### src/rtl/fetch_align_unit.sv
// fetch_align_unit: RV32IC fetch front end over a dual-port halfword memory, one instruction per handshake.
module fetch_align_unit #(
  parameter logic [31:0] RESET_PC = 32'h0000_0000
) (
  input  logic        clk,
  input  logic        rst,
  output logic [31:0] mem_addr1,
  output logic [31:0] mem_addr2,
  output logic        mem_renable,
  input  logic [15:0] mem_rdata1,
  input  logic [15:0] mem_rdata2,
  input  logic        redirect_valid,
  input  logic [31:0] redirect_pc,
  output logic        instr_valid,
  input  logic        instr_ready,
  output logic [31:0] instr,
  output logic [31:0] instr_pc,
  output logic        instr_is_rvc
);
  typedef enum logic {S_BOOT, S_RUN} state_t;
  state_t      state_q;
  logic [31:0] fetch_pc_q, fetch_pc_d, redir_pc, next_pc;
  logic        resp_valid_q, resp_valid_d, run, rvc, advance;
  always_comb begin
    run          = state_q == S_RUN;
    redir_pc     = redirect_pc & ~32'h1;
    rvc          = mem_rdata1[1:0] != 2'b11;
    next_pc      = fetch_pc_q + (rvc ? 32'd2 : 32'd4);
    instr_valid  = ~rst & run & resp_valid_q & ~redirect_valid;
    advance      = instr_valid & instr_ready;
    instr_is_rvc = ~rst & run & rvc;
    instr        = (rst | ~run) ? 32'h0 : rvc ? {16'h0, mem_rdata1} : {mem_rdata2, mem_rdata1};
    instr_pc     = rst ? RESET_PC : fetch_pc_q;
    mem_renable  = ~rst & (~run | ~resp_valid_q | redirect_valid | advance);
    // the next fetch address is issued in the same cycle the current one is consumed
    fetch_pc_d   = redirect_valid ? redir_pc : advance ? next_pc : fetch_pc_q;
    resp_valid_d = resp_valid_q | mem_renable;
    mem_addr1    = rst ? RESET_PC : fetch_pc_d;
    mem_addr2    = mem_addr1 + 32'd2;
  end
  always_ff @(posedge clk) begin
    if (rst) begin
      state_q      <= S_BOOT;
      resp_valid_q <= 1'b0;
      fetch_pc_q   <= RESET_PC;
    end else begin
      state_q      <= S_RUN;
      resp_valid_q <= resp_valid_d;
      fetch_pc_q   <= fetch_pc_d;
    end
  end
endmodule

### config.mk
export PLATFORM = sky130hd
export DESIGN_NAME = fetch_align_unit
export DESIGN_NICKNAME = d
export VERILOG_FILES = /design/src/rtl/fetch_align_unit.sv
export SDC_FILE = /design/constraint.sdc
export NUM_CORES = 1
export LEC_CHECK = 0
export ABC_CLOCK_PERIOD_IN_PS = 6360
export CAP_MARGIN = 10
export CORE_ASPECT_RATIO = 2
export CORE_MARGIN = 4
export CORE_UTILIZATION = 65
export CTS_CLUSTER_DIAMETER = 80
export DETAILED_ROUTE_END_ITERATION = 8
export DONT_BUFFER_PORTS = 1
export GPL_ROUTABILITY_DRIVEN = 0
export PLACE_DENSITY = 0.81
export SYNTH_ARGS = -nofsm -noshare
export SYNTH_HDL_FRONTEND = slang
export SYNTH_SLANG_ARGS = --single-unit
### constraint.sdc
create_clock -name clk -period 6.36 [get_ports clk]
set_clock_uncertainty 0.05 [all_clocks]
set_input_delay 1.272 -clock clk [delete_from_list [all_inputs] [get_ports clk]]
set_output_delay 1.272 -clock clk [all_outputs]
set_load 0.005 [all_outputs]
Word-level counts from Yosys, hierarchy flattened
Index checks and enable logic that the tools add are counted.
{ "totals": {"output_inout_bits": 131, "ff_bits": 34, "input_bits": 68, "elab_cells": 29} }
{ "op_classes": {"add_sub_neg": 2, "bitwise_logic": 15, "n_mux": 8, "eq_ne": 1} }
{ "ops": {"columns": ["cell", "n"], "rows": [
  ["32-bit 2-to-1 mux", 6],
  ["32-bit by 2-bit adder with 32-bit output, second input constant", 1],
  ["32-bit by 3-bit adder with 32-bit output", 1],
  ["1-bit bitwise AND", 6],
  ["1-bit OR", 5],
  ["1-bit NOT", 4],
  ["3-bit 2-to-1 mux", 1],
  ["2-bit inequality test, second input constant", 1],
  ["1-bit 2-to-1 mux", 1]
]} }

Depth between registers and ports, before layout
{ "logic_depth": {"depth_word": 9, "ltp_mapped": 14, "ltp_nobuf": 13} }

Least setup slack after synthesis
OpenSTA, ideal clock, no wires.
{ "synth_timing": {"path_type": "input to output", "startpoint": "input mem_rdata1[1]", "endpoint": "output mem_addr2[31]", "t_required_ps": 5038, "arrival_time_ps": 4166, "cell_stages": 13, "path_slack_ps": 872, "path_cell_list": "nand2_1 -> inv_1 -> clkbuf_1 -> fa_1 -> nand4b_1 -> buf_2 -> nor4_1 -> nand4_1 -> xnor2_1 -> a211oi_1 -> nand4_1 -> nor4b_2 -> xor2_1"} }
{ "synth_via": {"elab_chain_len": 7} }
{ "synth_lines": {"columns": ["element", "line_no", "rtl"], "rows": [
  ["from (decl)", "10", "input logic [15:0] mem_rdata1,"],
  ["2-bit inequality test", "27", "rvc = mem_rdata1[1:0] != 2'b11;"],
  ["3-bit 2-to-1 mux", "28", "next_pc = fetch_pc_q + (rvc ? 32'd2 : 32'd4);"],
  ["32-bit by 3-bit adder with 32-bit output", "28", null],
  ["32-bit 2-to-1 mux (2 in series)", "36", "fetch_pc_d = redirect_valid ? redir_pc : advance ? next_pc : fetch_pc_q;"],
  ["32-bit 2-to-1 mux", "38", "mem_addr1 = rst ? RESET_PC : fetch_pc_d;"],
  ["named net mem_addr1[27]", "7", "output logic [31:0] mem_addr1,"],
  ["32-bit by 2-bit adder with 32-bit output", "39", "mem_addr2 = mem_addr1 + 32'd2;"],
  ["to (decl)", "8", "output logic [31:0] mem_addr2,"]
]} }
The timed path passes the listed nets, and every way through them passes these cells.

Worst setup path after layout
{ "layout_timing": {"startpoint": "input mem_rdata1[1]", "endpoint": "output mem_addr2[23]"} }
{ "layout_via": {"elab_chain_len": 7} }
{ "layout_lines": {"columns": ["element", "line_no"], "rows": [
  ["2-bit inequality test", "27"],
  ["3-bit 2-to-1 mux", "28"],
  ["32-bit by 3-bit adder with 32-bit output", "28"],
  ["32-bit 2-to-1 mux (2 in series)", "36"],
  ["32-bit 2-to-1 mux", "38"],
  ["32-bit by 2-bit adder with 32-bit output", "39"]
]} }
Every way passes these cells.

==> impl_metrics.tcl <==
set metrics [dict create \
    p_int_mw 0.4326 \
    slew_headroom_pct 36.32 \
    synth_seq_cells 34 \
    cp_top_family "simple AND/OR/NAND/NOR gates" \
    nets 518 \
    hold_buffers 0 \
    crit_start "mem_rdata1[1]" \
    grt_pass1_wl_um 18020 \
    required_ns 5.04 \
    routed_wl_um 11490 \
    synthCells 458 \
    cts_sinks 34 \
    synth_edf_count 0 \
    cp_cell_sequence "nand2_1, inv_1, fa_1, nand4b_1, or4_1, nand3_1, o211ai_1, nor4_4, nand3_2, or3_1, xnor2_1" \
    syn_avg_cell_area_um2 7.573 \
    drive_above_1_share_pct 9.620 \
    synth_seq_area_share_pct 19.62 \
    grt_antenna_before_repair 0 \
    h-tree-depth 2 \
    synth.net_count 530 \
    swShare_pct 30.24 \
    crit_arrival_ns 4.63 \
    vias 3636 \
    cp_num_buf_inv 1 \
    rows 37 \
    power.total_mw 0.6201 \
    power_frac_seq_pct 40.3 \
    power-per-cell-area_nw_per_um2 171.3 \
    power_frac_comb_pct 19.3 \
    clkSlewWorstSetupHoldPaths_ns 0.08 \
    hold_viol 0 \
    status "finished, final reports clean" \
    p_clk_share_pct 40.4 \
    clk_latency_ns 0.30 \
    maxSlewViolCount 0 \
    hp-class "flip-flop to flip-flop" \
    rsz0062_at_grt "no" \
    wl_per_cell_um 22.75 \
    start_kind "input port" \
    area_growth_pct 4.365 \
    async_flop_share_pct 0 \
    fin_crit_sh_pct 93.62 \
    path_max_fanout 18 \
    drv_cap 0 \
    leakagePower_nw 1.386 \
    io_buffers 0 \
    p_sw_mw 0.1875 \
    grt_pass1_vias 3680 \
    fp.dieW_um 59.65 \
    postCtsSetupBuffers 0 \
    critPathKind "input port to output pin" \
    ys_types 73 \
    fmax_mhz 168.0 \
    overflow 0 \
    min_from "fetch_pc_q[31]" \
    grt_max_degree 68 \
    core_area_um2 5139 \
    dr.pass1.iters 5 \
    worst_pin_slew_ns 0.9465 \
    synth_area_um2 3468 \
    yosys_warnings 0 \
    cp_slowest_stage_delay_ns 0.65 \
    drcViolationCount 0 \
    die_h_um 111.3 \
    cts_resized 0 \
    ant_nets 0 \
    critical_path.endpoint_type "output pin" \
    setup_violations 0 \
    ios 199 \
    reg2reg_from "fetch_pc_q[1]" \
    vdd_drop_max_uv 213.7 \
    cts_tree "done" \
    grt.total_usage_pct 34.63 \
    fin_util_pct 70.44 \
    start_util_pct 67.49 \
    cts-root-buf "clkbuf_8" \
    drtIter0Drc 254 \
    dieArea_um2 6639 \
    avgViaCountPerCell 7.200 \
    cp_slowest_cell "or4_1" \
    dominantRegCellSynth "dfxtp_1" \
    cts_made_buffers 5 \
    clk_path_buf_depth 2 \
    period_minus_slack_ns 5.954 \
    final.setup.tns_ns 0 \
    dp_hpwl_um 8907 \
    diodes 0 \
]
-- kinds of logic after synthesis --
family / after synthesis / share of synthesized area (%)
AOI/OAI and AO/OA: 64 / 14.50
xor gates and xnor gates: 37 / 9.343
adders and majority gates: 4 / 1.660
buffers and inverters: 46 / 5.808
DFF: 34 / 19.62
muxes: 12 / 3.608
and+or+nand+nor: 261 / 45.45
-- worst paths after layout --
| check | to | slack (ns) | cells past startpoint |
|---|---|---|---|
| max | mem_addr2[23] | 0.41 | 11 |
| min | fetch_pc_q[31] | 0.59 | 2 |
| max reg2reg | fetch_pc_q[27] | 3.42 | 8 |
| min reg2reg | fetch_pc_q[31] | 0.59 | 2 |
-- power by group through the flow --
stage | Sequential, mW | Clock [mW] | Combinational (mW)
5_1_grt | 0.253 | 0.263 | 0.132
4_1_cts | 0.249 | 0.251 | 0.120
3_3_place_gp | 0.253 | 0 | 0.116
3_5_place_dp | 0.254 | 0 | 0.119
2_1_floorplan | 0.242 | 0 | 0.113
6_report | 0.250 | 0.250 | 0.120
-- registers in the layout, indices dropped and copies added (netlist names) --
signal,flops
run,1
resp_valid_q,1
fetch_pc_q,32
-- area by class of cell --
cell class                 count  area, µm²
multi-input combinational    378       2586
fill                         470       1519
sequential                    34      680.7
timing repair buffer          11      82.58
tap                           58      72.57
clock buffer                   5      68.82
clock inverter                 3      68.82
inverter                      16      60.06
-- tightest hold or removal path, delay by kind of cell (launching register included) --
| family | cells | cell delay, ns |
|---|---|---|
| compound gates | 1 | 0.12 |
| xor+xnor | 1 | 0.12 |
| flops | 1 | 0.34 |
-- routing by layer --
| layer | global-route usage (%) | vias to the layer above | part of all wire, % |
|---|---|---|---|
| li1 | - | 1638 | - |
| met1 | 36.13 | 1738 | 33 |
| met2 | 59.54 | 216 | 53 |
| met3 | 8.508 | 44 | 8.2 |
| met4 | 19.82 | 0 | 5.2 |
| met5 | 0 | - | 0 |
-- synth_stat cells, types with 8 or more instances --
cell type,instances,share of area [%]
dfxtp_1,34,20
xor2_1,13,3.3
mux2i_1,8,2.3
nand4b_1,8,2.0
nand3_1,27,3.9
inv_1,14,1.5
and3_1,22,4.0
nand4_1,17,3.1
nor2b_1,39,7.0
nand2_1,28,3.0
clkbuf_1,10,1.1
o21ai_0,10,1.4
nor4_1,14,2.5
nor3_1,9,1.3
xnor2_1,24,6.1
and2_1,21,3.8
buf_2,10,1.4
nor2_1,39,4.2
-- cells in the final DEF (no fill, tap or decap), types with 3 or more instances in the layout --
cell and count:
mux2i_1 8, o31a_1 4, a21oi_1 6, a211oi_1 4, clkbuf_8 5, nor2_1 39, nand4_1 17, a211o_1 6
or2_2 3, nand3_1 27, and3_1 22, mux2_2 4, inv_1 14, nor2b_1 39, nor3_1 9, dfxtp_1 34
o31ai_1 4, a311oi_1 6, or4_1 5, xnor2_1 24, buf_4 11, or3_1 3, ha_1 3, o21ai_0 10
nor3b_1 3, and2_1 21, o211ai_1 4, xor2_1 13, nand4b_1 8, nand2_1 28, nor4_1 14
-- stage by stage --
stage	cell area [µm²]	cells	hold WS [ns]	worst slack, ns
6_report	3620	505	0.5932	0.4059
5_1_grt	3620	505	0.6416	0.1290
4_1_cts	3620	505	0.6051	0.4233
3_5_place_dp	3482	497	0.5844	0.4409
3_3_place_gp	3482	497	0.5748	0.4952
2_1_floorplan	3468	458	0.5468	0.8715
Power figures use the tool's default switching activity.
